[config.mk]
export PLATFORM = sky130hd
export DESIGN_NAME = if_fetch_queue
export DESIGN_NICKNAME = d
export VERILOG_FILES = /design/src/rtl/if_fetch_queue.sv
export SDC_FILE = /design/constraint.sdc
export NUM_CORES = 1
export LEC_CHECK = 0
export ABC_CLOCK_PERIOD_IN_PS = 7000
export CAP_MARGIN = 20
export CORE_MARGIN = 5
export CORE_UTILIZATION = 50
export CTS_CLUSTER_DIAMETER = 80
export DETAILED_ROUTE_END_ITERATION = 12
export PLACE_DENSITY = 0.73
export RECOVER_POWER = 100
export SYNTH_ARGS = -nofsm -noshare
export SYNTH_HDL_FRONTEND = slang
export SYNTH_SLANG_ARGS = --single-unit
[constraint.sdc]
create_clock -name i_clk -period 7 [get_ports i_clk]
set_input_delay 1.4 -clock i_clk [delete_from_list [all_inputs] [get_ports i_clk]]
set_output_delay 1.4 -clock i_clk [all_outputs]
set_load 0.005 [all_outputs]
[src/rtl/if_fetch_queue.sv]
// Instruction fetch stage: owns the fetch PC, captures imem words into a prefetch FIFO for decode.
// Optional performance counters are enabled with `define FETCH_PERF_CNT_EN.
module if_fetch_queue #(
  parameter int unsigned       ADDR_W   = 32,
  parameter logic [ADDR_W-1:0] RESET_PC = 32'h0000_0000,
  parameter int unsigned       DEPTH    = 4
) (
  input  logic              i_clk,
  input  logic              i_rst,
  output logic [ADDR_W-1:0] o_imem_addr,
  input  logic [31:0]       i_imem_inst,
  input  logic              i_redirect,
  input  logic [ADDR_W-1:0] i_redirect_pc,
  output logic              o_valid,
  input  logic              i_ready,
  output logic [31:0]       o_inst,
  output logic [ADDR_W-1:0] o_pc,
`ifdef FETCH_PERF_CNT_EN
  output logic [31:0]       o_fetch_cnt,
  output logic [31:0]       o_bubble_cnt,
  output logic [31:0]       o_flush_cnt,
`endif
  output logic [ADDR_W-1:0] o_pc_plus4
);

  localparam int unsigned PW = $clog2(DEPTH);
  localparam int unsigned CW = PW + 1;
  localparam logic [CW-1:0] DEPTH_C = CW'(DEPTH);
  localparam logic [31:0] NOP = 32'h0000_0013;
  localparam logic [ADDR_W-1:0] ALIGN_MASK = ~ADDR_W'(3);

  logic [ADDR_W-1:0] fetch_pc;
  logic [ADDR_W-1:0] mem_pc   [DEPTH];
  logic [31:0]       mem_inst [DEPTH];
  logic [PW-1:0]     wr_ptr;
  logic [PW-1:0]     rd_ptr;
  logic [CW-1:0]     count;
  logic              pop;
  logic              push;

  assign o_imem_addr = fetch_pc;
  assign o_valid     = (count != '0) & ~i_redirect;
  assign pop         = o_valid & i_ready;
  assign push        = ~i_redirect & ((count != DEPTH_C) | pop);

  assign o_pc       = mem_pc[rd_ptr];
  assign o_pc_plus4 = o_pc + ADDR_W'(4);
  assign o_inst     = o_valid ? mem_inst[rd_ptr] : NOP;

  // PC storage is cleared on reset so o_pc reads 0 before the first fetch.
  always_ff @(posedge i_clk) begin
    if (i_rst) begin
      fetch_pc <= RESET_PC & ALIGN_MASK;
      count    <= '0;
      wr_ptr   <= '0;
      rd_ptr   <= '0;
      mem_pc   <= '{default: '0};
    end else if (i_redirect) begin
      fetch_pc <= i_redirect_pc & ALIGN_MASK;
      count    <= '0;
      wr_ptr   <= '0;
      rd_ptr   <= '0;
    end else begin
      if (push) begin
        mem_pc[wr_ptr]   <= fetch_pc;
        mem_inst[wr_ptr] <= i_imem_inst;
        wr_ptr           <= wr_ptr + PW'(1);
        fetch_pc         <= fetch_pc + ADDR_W'(4);
      end
      if (pop) begin
        rd_ptr <= rd_ptr + PW'(1);
      end
      case ({push, pop})
        2'b10:   count <= count + CW'(1);
        2'b01:   count <= count - CW'(1);
        default: count <= count;
      endcase
    end
  end

`ifdef FETCH_PERF_CNT_EN
  always_ff @(posedge i_clk) begin
    if (i_rst) begin
      o_fetch_cnt  <= '0;
      o_bubble_cnt <= '0;
      o_flush_cnt  <= '0;
    end else begin
      if (pop) begin
        o_fetch_cnt <= o_fetch_cnt + 32'd1;
      end
      if (i_ready & ~o_valid) begin
        o_bubble_cnt <= o_bubble_cnt + 32'd1;
      end
      // Everything still queued at a redirect is thrown away.
      if (i_redirect) begin
        o_flush_cnt <= o_flush_cnt + 32'(count);
      end
    end
  end
`endif

endmodule

==> results.md, run 1 <==
| Stage | Item | This run |
|---|---|---|
| synth | Most area-consuming cells after synthesis | edfxtp_1 31%, dfxtp_1 25%, mux4_2 10% |
| global route | First-pass GRT wire length | 50500 um |
| min path | WHS Path Cells | 2 |
| floorplanning | Floorplan die height | 169 um |
| cells and area | Area growth syn-to-layout | 23.5% |
| routing | Routed via count | 9216 |
| synth | Total of flip-flops plus latches after synthesis | 287 |
| cells and area | Count of inserted antenna diode cells | 0 |
| synth | Gate count after technology mapping | 1145 |
| synth | Synth top area share | 30.6% |
| synth | Share of synthesized area occupied by flip-flops and latches | 55.9% |
| worst setup path | Longest individual stage delay on the worst path | 1.44 ns |
| synth | Most used standard cell by instance count after synthesis | nand2_1 |
| global route | Pin count of the biggest net entering global routing | 89 |
| global route | Number of global-route vias before repair | 9089 |
| routing | Routed vias/inst | 5.59 |
| worst setup path | Critical path cell sequence | dlygate4sd3_1, clkbuf_1, a21oi_1, nand2_1, clkbuf_1, nor2_2, clkbuf_1 |
| cts | Post-CTS clock slew at the launch and capture registers of the worst setup and hold paths | 0.06 ns |
| synth | Most common library cells after synthesis | 273 x nand2_1, 159 x dfxtp_1, 129 x a21oi_1 |
| power and ir drop | Static leakage | 5.31 nW |
| cts | CTS tree | yes |
| worst setup path | Crit path max-delay family | buffers and inverters |
| sta | Setup Skew | 0.0116 ns |
| min path | Tightest Hold Check Type | flip-flop to flip-flop |
| cts | Post-CTS Setup Inserts | 0 |
| run status | Violated checks | max-capacitance violations, max-slew violations |
| cts | CTS buffer count | 30 |
| synth | Post-Syn Area per Cell | 11.0 um^2 |
| floorplanning | Overall die area | 28400 um^2 |
| cells and area | Number of cells in the finished layout apart from fillers | 1650 |
| worst setup path | Bufs and invs on worst path | 4 |
| sta | Fraction of the cycle the final worst path needs | 84.3% |
| global route | Global router's overall resource usage | 22.0% |
| sta | Transition at the pin with the smallest max-transition slack | 2.11 ns |
| place | Count of buffers from port buffering | 188 |
| routing | Initial DRC Count | 625 |
| cells and area | Share of post-route cells with drive strength above 1 | 9.70% |
| run status | Outcome | finished, violations left |
| floorplanning | Core region area | 25000 um^2 |
| place | Placement-stage worst setup slack | 2.32 ns |
| worst setup path | Worst Reg2Reg Path Length in Cells | 7 |
| worst setup path | Slowest CP cell | clkbuf_1 |
| cts | CTS hold repair buffers | 0 |
| global route | Busiest grt layer | met2 |
| sta | RSZ-0062 raised after global routing | no |
| global route | Met2 track demand over resource | 37.8% |
| sta | Worst slew margin relative to its limit | -40.6% |
| synth | Count of flip-flops with a built-in enable after synthesis | 128 |
| min path | Hold-critical path endpoint | mem_pc[18] |
| sta | Total of endpoints with negative setup slack in the final report | 0 |
| cts | Post_cts resized | 0 |
| worst setup path | Largest fanout on the critical path | 32 |
| min path | Startpoint of the tightest hold check path | mem_pc[18] |
| global route | Gr ovfl total | 0 |
| cells and area | Final #Nets | 1371 |
| floorplanning | Initial cell density of the core | 50.3% |
| floorplanning | FP Rows | 58 |
| worst setup path | Critical Path Sink Type | flip-flop |
| cts | Number of H-tree levels | 1 |
| sta | Fin crit period | 5.90 ns |
| synth | Share of async-settable or async-resettable flops after synthesis | 0% |
| worst setup path | Worst R2R Setup Slack | 2.66 ns |
| routing | Total Wirelength | 31900 um |
| cts | CTS Root Buffer Type | clkbuf_16 |
| synth | Yosys synthesis warning count | 0 |
| place | Cell Count Post-Placement | 1594 |
| worst setup path | Stages on worst setup path | 7 |
| sta | Final hold viol count | 0 |
| sta | Upper clock frequency limit | 169 MHz |
| routing | Length of the first detailed-routing pass in iterations | 4 |
| cts | Buffer depth of the longest clock path | 3 |
| sta | Worst path setup slack after routing | 1.10 ns |
| synth | Netlist cell types | 56 |
| floorplanning | Die Width | 169 um |
| synth | Post-Synthesis Cell Area | 12600 um^2 |
| floorplanning | Number of primary I/O pins | 197 |
| routing | Detail Route Antenna Nets | 0 |
| place | Placer Congestion | 0.795 |
| sta | Max-slew violation total from the final report | 262 |
| synth | Top FF cell, synth | dfxtp_1 |
| routing | DRC | 0 |
| worst setup path | Kind of critical path | input pin to flip-flop |
| worst setup path | Most used cell, CP | clkbuf_1 |
| sta | Total Negative Setup Slacks | 0 ns |
| cts | Total number of clock tree sinks | 287 |
| cts | Clock latency of the later-clocked register in the worst-skew pair | 0.54 ns |
| synth | Library cell with the largest summed area after synthesis | edfxtp_1 |
| worst setup path | Arrival @ worst endpoint | 6.02 ns |
| place | Half-perimeter wire length of the detailed placement result | 20600 um |
| global route | Met1 Use GR | 28.4% |
| worst setup path | Startpoint kind of the worst setup timing path | input pin |
| cells and area | Core Util, Final | 62.2% |
| power and ir drop | Pwr/cell area | 239 nW/um^2 |
| global route | Met3 GRT Util | 5.49% |
| routing | Routed length per placed instance | 19.3 um |
| global route | Initial antenna violation count | 5 |
| power and ir drop | Max VDD drop | 0.231 mV |
| worst setup path | Endpoint of the most critical register-to-register path | mem_inst[3][8] |
| worst setup path | R2R Path Start | count[2] |
| run | Number of max-cap violations | 8 |
| worst setup path | Required arrival time at the worst endpoint | 7.12 ns |
[cells by family (layout without fill, tap and decap cells)]
kind of cell	Yosys count	after routing	share of synthesized area (%)
AOI/OAI and AO/OA	170	170	7.63
xor gates and xnor gates	51	51	3.55
adders and majority gates	7	7	0.757
buffers and inverters	120	290	4.38
DFF	287	287	55.9
muxes	63	63	11.3
other	2	7	0.0598
and+or+nand+nor	445	445	16.4
[state kept, by name, indices dropped and copies added, names as in the netlist, named ones only]
name,cells
rd_ptr,2
wr_ptr,2
o_imem_addr,30
mem_pc,120
mem_inst,128
count,3
[worst min-delay path, cell delays in order (launching register included)]
cell     delay [ns]
dfxtp_1        0.30
nand2_1        0.05
a21oi_1        0.05
[through the flow]
stage	area, um^2	total power [W]	hold slack, ns
after floorplan	12600	0.00199	0.432
after global placement	14600	0.00214	0.437
after detailed placement	14600	0.00215	0.442
after CTS	15600	0.00375	0.451
after global routing	15500	0.00384	0.469
final	15500	0.00371	0.449
[worst max path at each step]
stage	start	endpoint	slack, ns
2_1_floorplan	i_ready	mem_inst[0][0]	3.08
3_3_place_gp	rd_ptr[0]	o_pc_plus4[28]	2.33
3_5_place_dp	rd_ptr[0]	o_pc_plus4[30]	2.32
4_1_cts	rd_ptr[0]	o_pc_plus4[30]	1.75
5_1_grt	i_redirect	mem_inst[3][8]	0.79
6_report	i_redirect	mem_inst[3][8]	1.10
[final cells by class]
| class | count | area [um^2] |
|---|---|---|
| Multi-Input combinational cell | 743 | 4960 |
| Inverter | 24 | 90.1 |
| Fill cell | 2042 | 9440 |
| Clock buffer | 42 | 871 |
| Tap cell | 330 | 413 |
| Timing Repair Buffer | 210 | 2000 |
| Clock inverter | 14 | 150 |
| Sequential cell | 287 | 7030 |
[routing by layer]
layer | up-vias | part of all wire, %
met5 | - | 0.24
met4 | 10 | 2.0
met3 | 64 | 8.3
met2 | 332 | 50
met1 | 4479 | 39
li1 | 4331 | -
[placed cells by master, fill, tap and decap left out, types with 5 or more instances in the layout]
master / n
clkbuf_1: 14
nand3_1: 18
nor4_1: 14
edfxtp_1: 128
mux4_1: 5
conb_1: 7
and2_0: 25
inv_1: 24
clkbuf_8: 5
a21oi_1: 129
nand2_1: 273
nand4_1: 5
dfxtp_1: 158
dlygate4sd3_1: 118
and2_1: 9
clkdlybuf4s50_1: 69
ha_1: 6
nor2_1: 42
and4_1: 8
clkbuf_16: 31
nor3_1: 22
or3_1: 7
buf_4: 12
xor2_1: 26
xnor2_1: 25
a211oi_1: 18
mux4_2: 57
[report_power, final]
part / switching [W] / internal, W / leakage (nW)
Clock: 0.000633 / 0.000975 / 0.507
Combinational: 0.000136 / 0.000129 / 2.35
Sequential: 0.0000432 / 0.00179 / 2.45
Total: 0.000812 / 0.00289 / 5.31
No activity file was read; power rests on OpenSTA's default activity.
==> inputs of run 2 (changes only) <==
- ABC_CLOCK_PERIOD_IN_PS: 7000 -> 5100
- CORE_UTILIZATION: 50 -> 49
- PLACE_DENSITY: 0.73 -> 0.75
- clock period: 7 -> 5.1 ns (I/O delays scaled with it)
==> results.md, run 2 (same netlist as run 1, synthesis figures left out) <==
| Stage | Item | This run | Delta |
|---|---|---|---|
| min path | Hold-critical path endpoint | mem_pc[88] |  |
| min path | WHS Path Cells | 2 | unchanged |
| cells and area | Top library cells by usage in the layout, fill and taps aside | 273 x nand2_1, 157 x dfxtp_1, 129 x a21oi_1 |  |
| floorplanning | FP Rows | 58 | unchanged |
| global route | Pin count of the biggest net entering global routing | 84 | -5.6% |
| global route | Gr ovfl total | 0 | unchanged |
| cts | Post-CTS Setup Inserts | 0 | unchanged |
| worst setup path | Required arrival time at the worst endpoint | 4.08 ns | -3.04 ns |
| floorplanning | Floorplan die height | 170 um | +0.96% |
| routing | Length of the first detailed-routing pass in iterations | 5 | +1 |
| run | Number of max-cap violations | 8 | unchanged |
| power and ir drop | Power Internal | 0.00377 W | +30% |
| sta | Worst Hold Margin | 0.452 ns | +0.00288 ns |
| cts | Post-CTS clock slew at the launch and capture registers of the worst setup and hold paths | 0.06 ns | about the same |
| cells and area | Final #Nets | 1373 | +0.15% |
| routing | Initial DRC Count | 729 | +17% |
| sta | Total of endpoints with negative setup slack in the final report | 0 | unchanged |
| worst setup path | Critical Path Sink Type | output pin |  |
| global route | Initial antenna violation count | 9 | +4 |
| cells and area | Largest register by flop count | mem_inst |  |
| place | Placer Congestion | 0.834 | +4.9% |
| worst setup path | R2R Path Start | count[1] |  |
| floorplanning | Die Width | 170 um | +0.96% |
| worst setup path | Largest fanout on the critical path | 23 | -28% |
| cells and area | Share of post-route cells with drive strength above 1 | 9.19% | -0.51 points |
| power and ir drop | Max VDD drop | 0.295 mV | +27% |
| power and ir drop | Net switching power of the design | 0.00110 W | +36% |
| cts | CTS Root Buffer Type | clkbuf_16 |  |
| floorplanning | Initial cell density of the core | 49.8% | -0.58 points |
| cts | CTS buffer count | 29 | -3.3% |
| sta | Fin crit period | 4.73 ns |  |
| routing | Routed length per placed instance | 19.2 um | -0.64% |
| cells and area | Cell area after layout | 15400 um^2 | -0.64% |
| worst setup path | Kind of critical path | flip-flop to output pin |  |
| cells and area | Area of the multi-input gates | 4990 um^2 | +0.43% |
| place | Placement-stage cell area | 14600 um^2 | +0.31% |
| sta | Total Negative Setup Slacks | 0 ns | unchanged |
| cts | Number of H-tree levels | 1 | unchanged |
| min path | Startpoint of the tightest hold check path | mem_pc[88] |  |
| min path | Tightest Hold Check Type | flip-flop to flip-flop |  |
| worst setup path | Worst Reg2Reg Path Length in Cells | 8 | +1 |
| cells and area | Leading cell type in the layout, fill and taps excluded | nand2_1 |  |
| place | Half-perimeter wire length of the detailed placement result | 20600 um | -0.34% |
| routing | Total Wirelength | 31700 um | -0.64% |
| worst setup path | Startpoint kind of the worst setup timing path | flip-flop |  |
| power and ir drop | Pwr/cell area | 316 nW/um^2 | +32% |
| cts | Buffer depth of the longest clock path | 3 | unchanged |
| global route | Number of global-route vias before repair | 9120 | +0.34% |
| power and ir drop | Register share of total power | 51.6% | +2.1 points |
| sta | Setup Skew | 0.00967 ns | -0.00189 ns |
| routing | Routed via count | 9138 | -0.85% |
| cells and area | Register cell area after layout | 7030 um^2 | about the same |
| sta | Final hold viol count | 0 | unchanged |
| run status | Violated checks | max-capacitance violations, max-slew violations |  |
| sta | Max-slew violation total from the final report | 238 | -9.2% |
| worst setup path | Endpoint of the most critical register-to-register path | mem_inst[1][29] |  |
| sta | Fraction of the cycle the final worst path needs | 92.7% |  |
| global route | First-pass GRT wire length | 50200 um | -0.71% |
| cells and area | Count of fill cells added during filler insertion | 2021 | -1.0% |
| power and ir drop | Sw Ratio | 22.6% | +0.73 points |
| global route | Global router's overall resource usage | 21.6% | -0.45 points |
| routing | DRC | 0 | unchanged |
| cts | CTS hold repair buffers | 0 | unchanged |
| power and ir drop | Post-route total power | 0.00488 W | +32% |
| sta | Worst slew margin relative to its limit | -40.0% | +0.60 points |
| routing | Routed vias/inst | 5.54 | -0.85% |
| cells and area | Area growth syn-to-layout | 22.7% |  |
| cts | Total number of clock tree sinks | 287 | unchanged |
| power and ir drop | Share of total power in the clock network | 41.0% | -2.4 points |
| cts | CTS tree | yes |  |
| floorplanning | Number of primary I/O pins | 197 | unchanged |
| worst setup path | Worst R2R Setup Slack | 1.06 ns | -1.60 ns |
| sta | Transition at the pin with the smallest max-transition slack | 2.09 ns | -0.0168 ns |
| power and ir drop | Logic pwr share | 7.4% | +0.2 points |
| worst setup path | Arrival @ worst endpoint | 3.71 ns | -2.31 ns |
| cts | Clock latency of the later-clocked register in the worst-skew pair | 0.54 ns | about the same |
| sta | RSZ-0062 raised after global routing | no |  |
| cells and area | Max FFs per register | 128 | unchanged |
| routing | Detail Route Antenna Nets | 0 | unchanged |
| floorplanning | Core region area | 25300 um^2 | +1.2% |
| cts | Post_cts resized | 0 | unchanged |
| place | Count of buffers from port buffering | 188 | unchanged |
| floorplanning | Overall die area | 28900 um^2 | +1.9% |
| run status | Outcome | finished, violations left |  |
| power and ir drop | Static leakage | 5.24 nW | -1.3% |
| sta | Upper clock frequency limit | 211 MHz |  |
## run 2: cell count changes in the layout (fill, tap and decap cells not counted), moves of 2 or more
cell,before,now
clkbuf_8,5,1
clkinv_4,2,0
nor4_2,0,3
nor4_1,14,11
diode_2,0,3
clkbuf_1,14,20
buf_4,12,10
bufinv_16,3,1
nor2_2,4,2
## run 2: power groups by stage
stage / sequential, W / clock (W) / combinational [W]
2_1_floorplan: 0.00253 / 0 / 0.000199
3_3_place_gp: 0.00256 / 0 / 0.000378
3_5_place_dp: 0.00257 / 0 / 0.000385
4_1_cts: 0.00252 / 0.00204 / 0.000387
5_1_grt: 0.00253 / 0.00214 / 0.000394
6_report: 0.00252 / 0.00200 / 0.000361
## run 2: how the worst max path moves through the flow
stage | slack, ns | startpoint | end | cells past startpoint
final | 0.37 | rd_ptr[1] | o_pc_plus4[25] | 7
after global routing | 0.12 | rd_ptr[1] | o_pc_plus4[27] | 7
after CTS | 0.41 | rd_ptr[1] | o_pc_plus4[24] | 7
after detailed placement | 0.99 | rd_ptr[1] | o_pc_plus4[24] | 7
after global placement | 1.0 | rd_ptr[1] | o_pc_plus4[22] | 7
after floorplan | 1.56 | i_ready | mem_inst[0][0] | 6
## run 2: cell type report
type | instances | area share [%]
clock inverters | 13 | 0.633
repair buffers | 213 | 13.0
clock buffers | 37 | 5.11
well taps | 330 | 2.68
diodes | 3 | 0.0487
flip-flops and latches | 287 | 45.6
inverters | 24 | 0.584
multi-input cells | 743 | 32.3
## run 2: metrics by stage
step,worst slack [ns],instances,utilization [%]
after detailed placement,0.989,1597,58.0
after floorplan,1.56,1150,-
after global routing,0.122,1650,61.1
after CTS,0.411,1647,61.5
after global placement,0.997,1597,58.0
final,0.372,1650,61.1
## run 2: layer usage
layer  track usage [%]  wire, um
met2              36.5     15800
met5                 0        87
met4              5.94       656
met1              28.0     12600
met3              5.11      2530
## run 2: critical path: stages (launching register included)
cell,delay [ns]
dfxtp_2,0.52
buf_4,0.47
mux4_1,0.35
inv_1,0.08
or3_1,0.60
nor4_1,0.40
xor2_1,0.17
dlygate4sd3_1,0.58
==> inputs of run 3 (changes only) <==
- ABC_CLOCK_PERIOD_IN_PS: 5100 -> 5250
- CORE_ASPECT_RATIO: not set -> 0.6
- CORE_UTILIZATION: 49 -> 50
- PLACE_DENSITY: 0.75 -> 0.73
- REMOVE_ABC_BUFFERS: not set -> 1
- clock period: 5.1 -> 5.25 ns (I/O delays scaled with it)
==> results.md, run 3 (same netlist as run 1, synthesis figures left out) <==
| Stage | Item | This run | Delta |
|---|---|---|---|
| cells and area | Count of inserted antenna diode cells | 0 | -3 |
| power and ir drop | Max VDD drop | 0.210 mV | -29% |
| global route | Initial antenna violation count | 0 | -9 |
| floorplanning | Core region area | 24400 um^2 | -3.2% |
| routing | Routed length per placed instance | 20.1 um | +4.9% |
| place | Placement-stage worst setup slack | 1.10 ns | +0.108 ns |
| worst setup path | Worst Reg2Reg Path Length in Cells | 7 | -1 |
| sta | RSZ-0062 raised after global routing | no |  |
| cells and area | Leading cell type in the layout, fill and taps excluded | nand2_1 |  |
| worst setup path | Critical path startpoint | i_redirect |  |
| worst setup path | Startpoint kind of the worst setup timing path | input pin |  |
| cts | Post_cts resized | 0 | unchanged |
| power and ir drop | Pwr/cell area | 315 nW/um^2 | -0.46% |
| place | Half-perimeter wire length of the detailed placement result | 21400 um | +4.1% |
| sta | Total of endpoints with negative setup slack in the final report | 0 | unchanged |
| worst setup path | Largest fanout on the critical path | 30 | +30% |
| cts | Clock latency of the later-clocked register in the worst-skew pair | 0.53 ns | about the same |
| sta | Worst slew margin relative to its limit | -43.0% | -2.9 points |
| cts | Buffer depth of the longest clock path | 3 | unchanged |
| cts | CTS tree | yes |  |
| routing | Detail Route Antenna Nets | 0 | unchanged |
| place | Cell Count Post-Placement | 1589 | -0.50% |
| run | Number of max-cap violations | 8 | unchanged |
| global route | Gr ovfl total | 0 | unchanged |
| cells and area | Top library cells by usage in the layout, fill and taps aside | 273 x nand2_1, 158 x dfxtp_1, 129 x a21oi_1 |  |
| sta | Setup Skew | 0.0142 ns | +0.00454 ns |
| power and ir drop | Power Internal | 0.00380 W | +0.60% |
| sta | Fin crit period | 4.75 ns |  |
| cells and area | Final #Nets | 1371 | -0.15% |
| floorplanning | FP Rows | 44 | -24% |
| global route | Number of global-route vias before repair | 8877 | -2.7% |
| worst setup path | Kind of critical path | input pin to output pin |  |
| floorplanning | Die Width | 215 um | +26% |
| floorplanning | Floorplan die height | 133 um | -22% |
| global route | First-pass GRT wire length | 51700 um | +3.1% |
| worst setup path | Required arrival time at the worst endpoint | 4.20 ns | +0.12 ns |
| cts | CTS buffer count | 27 | -6.9% |
| global route | Pin count of the biggest net entering global routing | 70 | -17% |
| worst setup path | Critical path cell sequence | dlygate4sd3_1, nor2_1, clkbuf_1, and2_1, dlygate4sd3_1 |  |
| routing | Length of the first detailed-routing pass in iterations | 5 | unchanged |
| worst setup path | Crit path max-delay family | buffers and inverters |  |
| sta | Final hold viol count | 0 | unchanged |
| cells and area | Share of post-route cells with drive strength above 1 | 9.49% | +0.30 points |
| routing | Routed via count | 9277 | +1.5% |
| worst setup path | R2R Path Start | count[2] |  |
| cts | CTS Root Buffer Type | clkbuf_16 |  |
| sta | Total Negative Setup Slacks | 0 ns | unchanged |
| cts | Post-CTS clock slew at the launch and capture registers of the worst setup and hold paths | 0.06 ns | about the same |
| cells and area | Number of cells in the finished layout apart from fillers | 1639 | -0.67% |
| power and ir drop | Logic pwr share | 7.3% | about the same |
| cts | Total number of clock tree sinks | 287 | unchanged |
| floorplanning | Initial cell density of the core | 51.4% | +1.7 points |
| sta | Worst Hold Margin | 0.454 ns | +0.00150 ns |
| worst setup path | Slowest CP cell | clkbuf_1 |  |
| power and ir drop | Sw Ratio | 22.3% | -0.39 points |
| worst setup path | Endpoint of the most critical register-to-register path | mem_inst[1][18] |  |
| worst setup path | Bufs and invs on worst path | 3 | unchanged |
| routing | Total Wirelength | 33000 um | +4.2% |
| routing | Initial DRC Count | 1039 | +43% |
| min path | Tightest Hold Check Type | flip-flop to flip-flop |  |
| power and ir drop | Share of total power in the clock network | 42.6% | +1.6 points |
| cts | Post-CTS Setup Inserts | 0 | unchanged |
| routing | Routed vias/inst | 5.66 | +2.2% |
| power and ir drop | Register share of total power | 50.1% | -1.5 points |
| min path | Startpoint of the tightest hold check path | mem_pc[63] |  |
| cells and area | Largest register by flop count | mem_inst |  |
| sta | Upper clock frequency limit | 211 MHz |  |
| cells and area | Core Util, Final | 63.4% | +2.4 points |
| cts | Number of H-tree levels | 1 | unchanged |
| floorplanning | Overall die area | 28500 um^2 | -1.5% |
| cts | CTS hold repair buffers | 0 | unchanged |
| worst setup path | Longest individual stage delay on the worst path | 0.93 ns | +0.33 ns |
| cells and area | Max FFs per register | 128 | unchanged |
| place | Count of buffers from port buffering | 188 | unchanged |
| run status | Violated checks | max-capacitance violations, max-slew violations |  |
| min path | Hold-critical path endpoint | mem_pc[63] |  |
| worst setup path | Worst R2R Setup Slack | 1.17 ns | +0.11 ns |
| worst setup path | Most used cell, CP | dlygate4sd3_1 |  |
| sta | Worst path setup slack after routing | 0.504 ns | +0.132 ns |
| power and ir drop | Net switching power of the design | 0.00109 W | -1.6% |
| place | Placer Congestion | 0.794 | -4.7% |
| power and ir drop | Static leakage | 5.29 nW | +1.1% |
| sta | Transition at the pin with the smallest max-transition slack | 2.14 ns | +0.0519 ns |
| run status | Outcome | finished, violations left |  |
| global route | Global router's overall resource usage | 22.5% | +0.90 points |
| floorplanning | Number of primary I/O pins | 197 | unchanged |
| routing | DRC | 0 | unchanged |
| worst setup path | Arrival @ worst endpoint | 3.70 ns | about the same |
| min path | WHS Path Cells | 2 | unchanged |
| cells and area | Area growth syn-to-layout | 23.4% |  |
| sta | Max-slew violation total from the final report | 251 | +5.5% |
| sta | Fraction of the cycle the final worst path needs | 90.4% |  |
| worst setup path | Critical Path Sink Type | output pin |  |
-- run 3: final cells by class --
class | instances | area (um^2)
Clock buffer | 31 | 722
Tap cell | 322 | 403
Fill cell | 1901 | 8940
Timing Repair Buffer | 213 | 2030
Inverter | 24 | 90.1
Sequential cell | 287 | 7030
Multi-Input combinational cell | 743 | 5000
Clock inverter | 19 | 231
-- run 3: power by group through the flow --
| stage | combinational [W] | sequential (W) | clock [W] |
|---|---|---|---|
| floorplan | 0.000144 | 0.00248 | 0 |
| CTS | 0.000380 | 0.00244 | 0.00210 |
| finish | 0.000357 | 0.00245 | 0.00208 |
| detailed placement | 0.000378 | 0.00249 | 0 |
| global placement | 0.000372 | 0.00249 | 0 |
| global route | 0.000386 | 0.00245 | 0.00220 |
-- run 3: worst max-delay path by stage --
stage | to | slack (ns) | cells after the start
after floorplan | o_pc_plus4[22] | 1.11 | 6
after global placement | o_pc_plus4[16] | 1.11 | 7
after detailed placement | o_pc_plus4[20] | 1.10 | 7
after CTS | o_pc_plus4[20] | 0.53 | 7
after global routing | mem_inst[1][18] | 0.18 | 6
final | o_inst[26] | 0.50 | 5
-- run 3: per-stage QoR --
stage | instance area [um^2] | power [W]
6_report | 15500 | 0.00488
5_1_grt | 15500 | 0.00504
4_1_cts | 15600 | 0.00493
3_5_place_dp | 14700 | 0.00287
3_3_place_gp | 14700 | 0.00286
2_1_floorplan | 12100 | 0.00262
-- run 3: worst register-to-register path, stage by stage, from the launching register on --
cell      delay (ns)
dfxtp_1         0.33
nor3b_1         0.14
buf_4           0.16
a21oi_1         0.61
nand2_1         0.11
clkbuf_2        0.55
nor2_4          0.21
clkbuf_1        1.52
-- run 3: layer usage --
layer / global-route usage, % / wire (um) / part of all wire (%)
met4: 5.04 / 647 / 2.0
met1: 34.9 / 15400 / 47
met5: 0 / 0 / 0
met3: 3.47 / 2220 / 6.7
met2: 33.5 / 14700 / 45
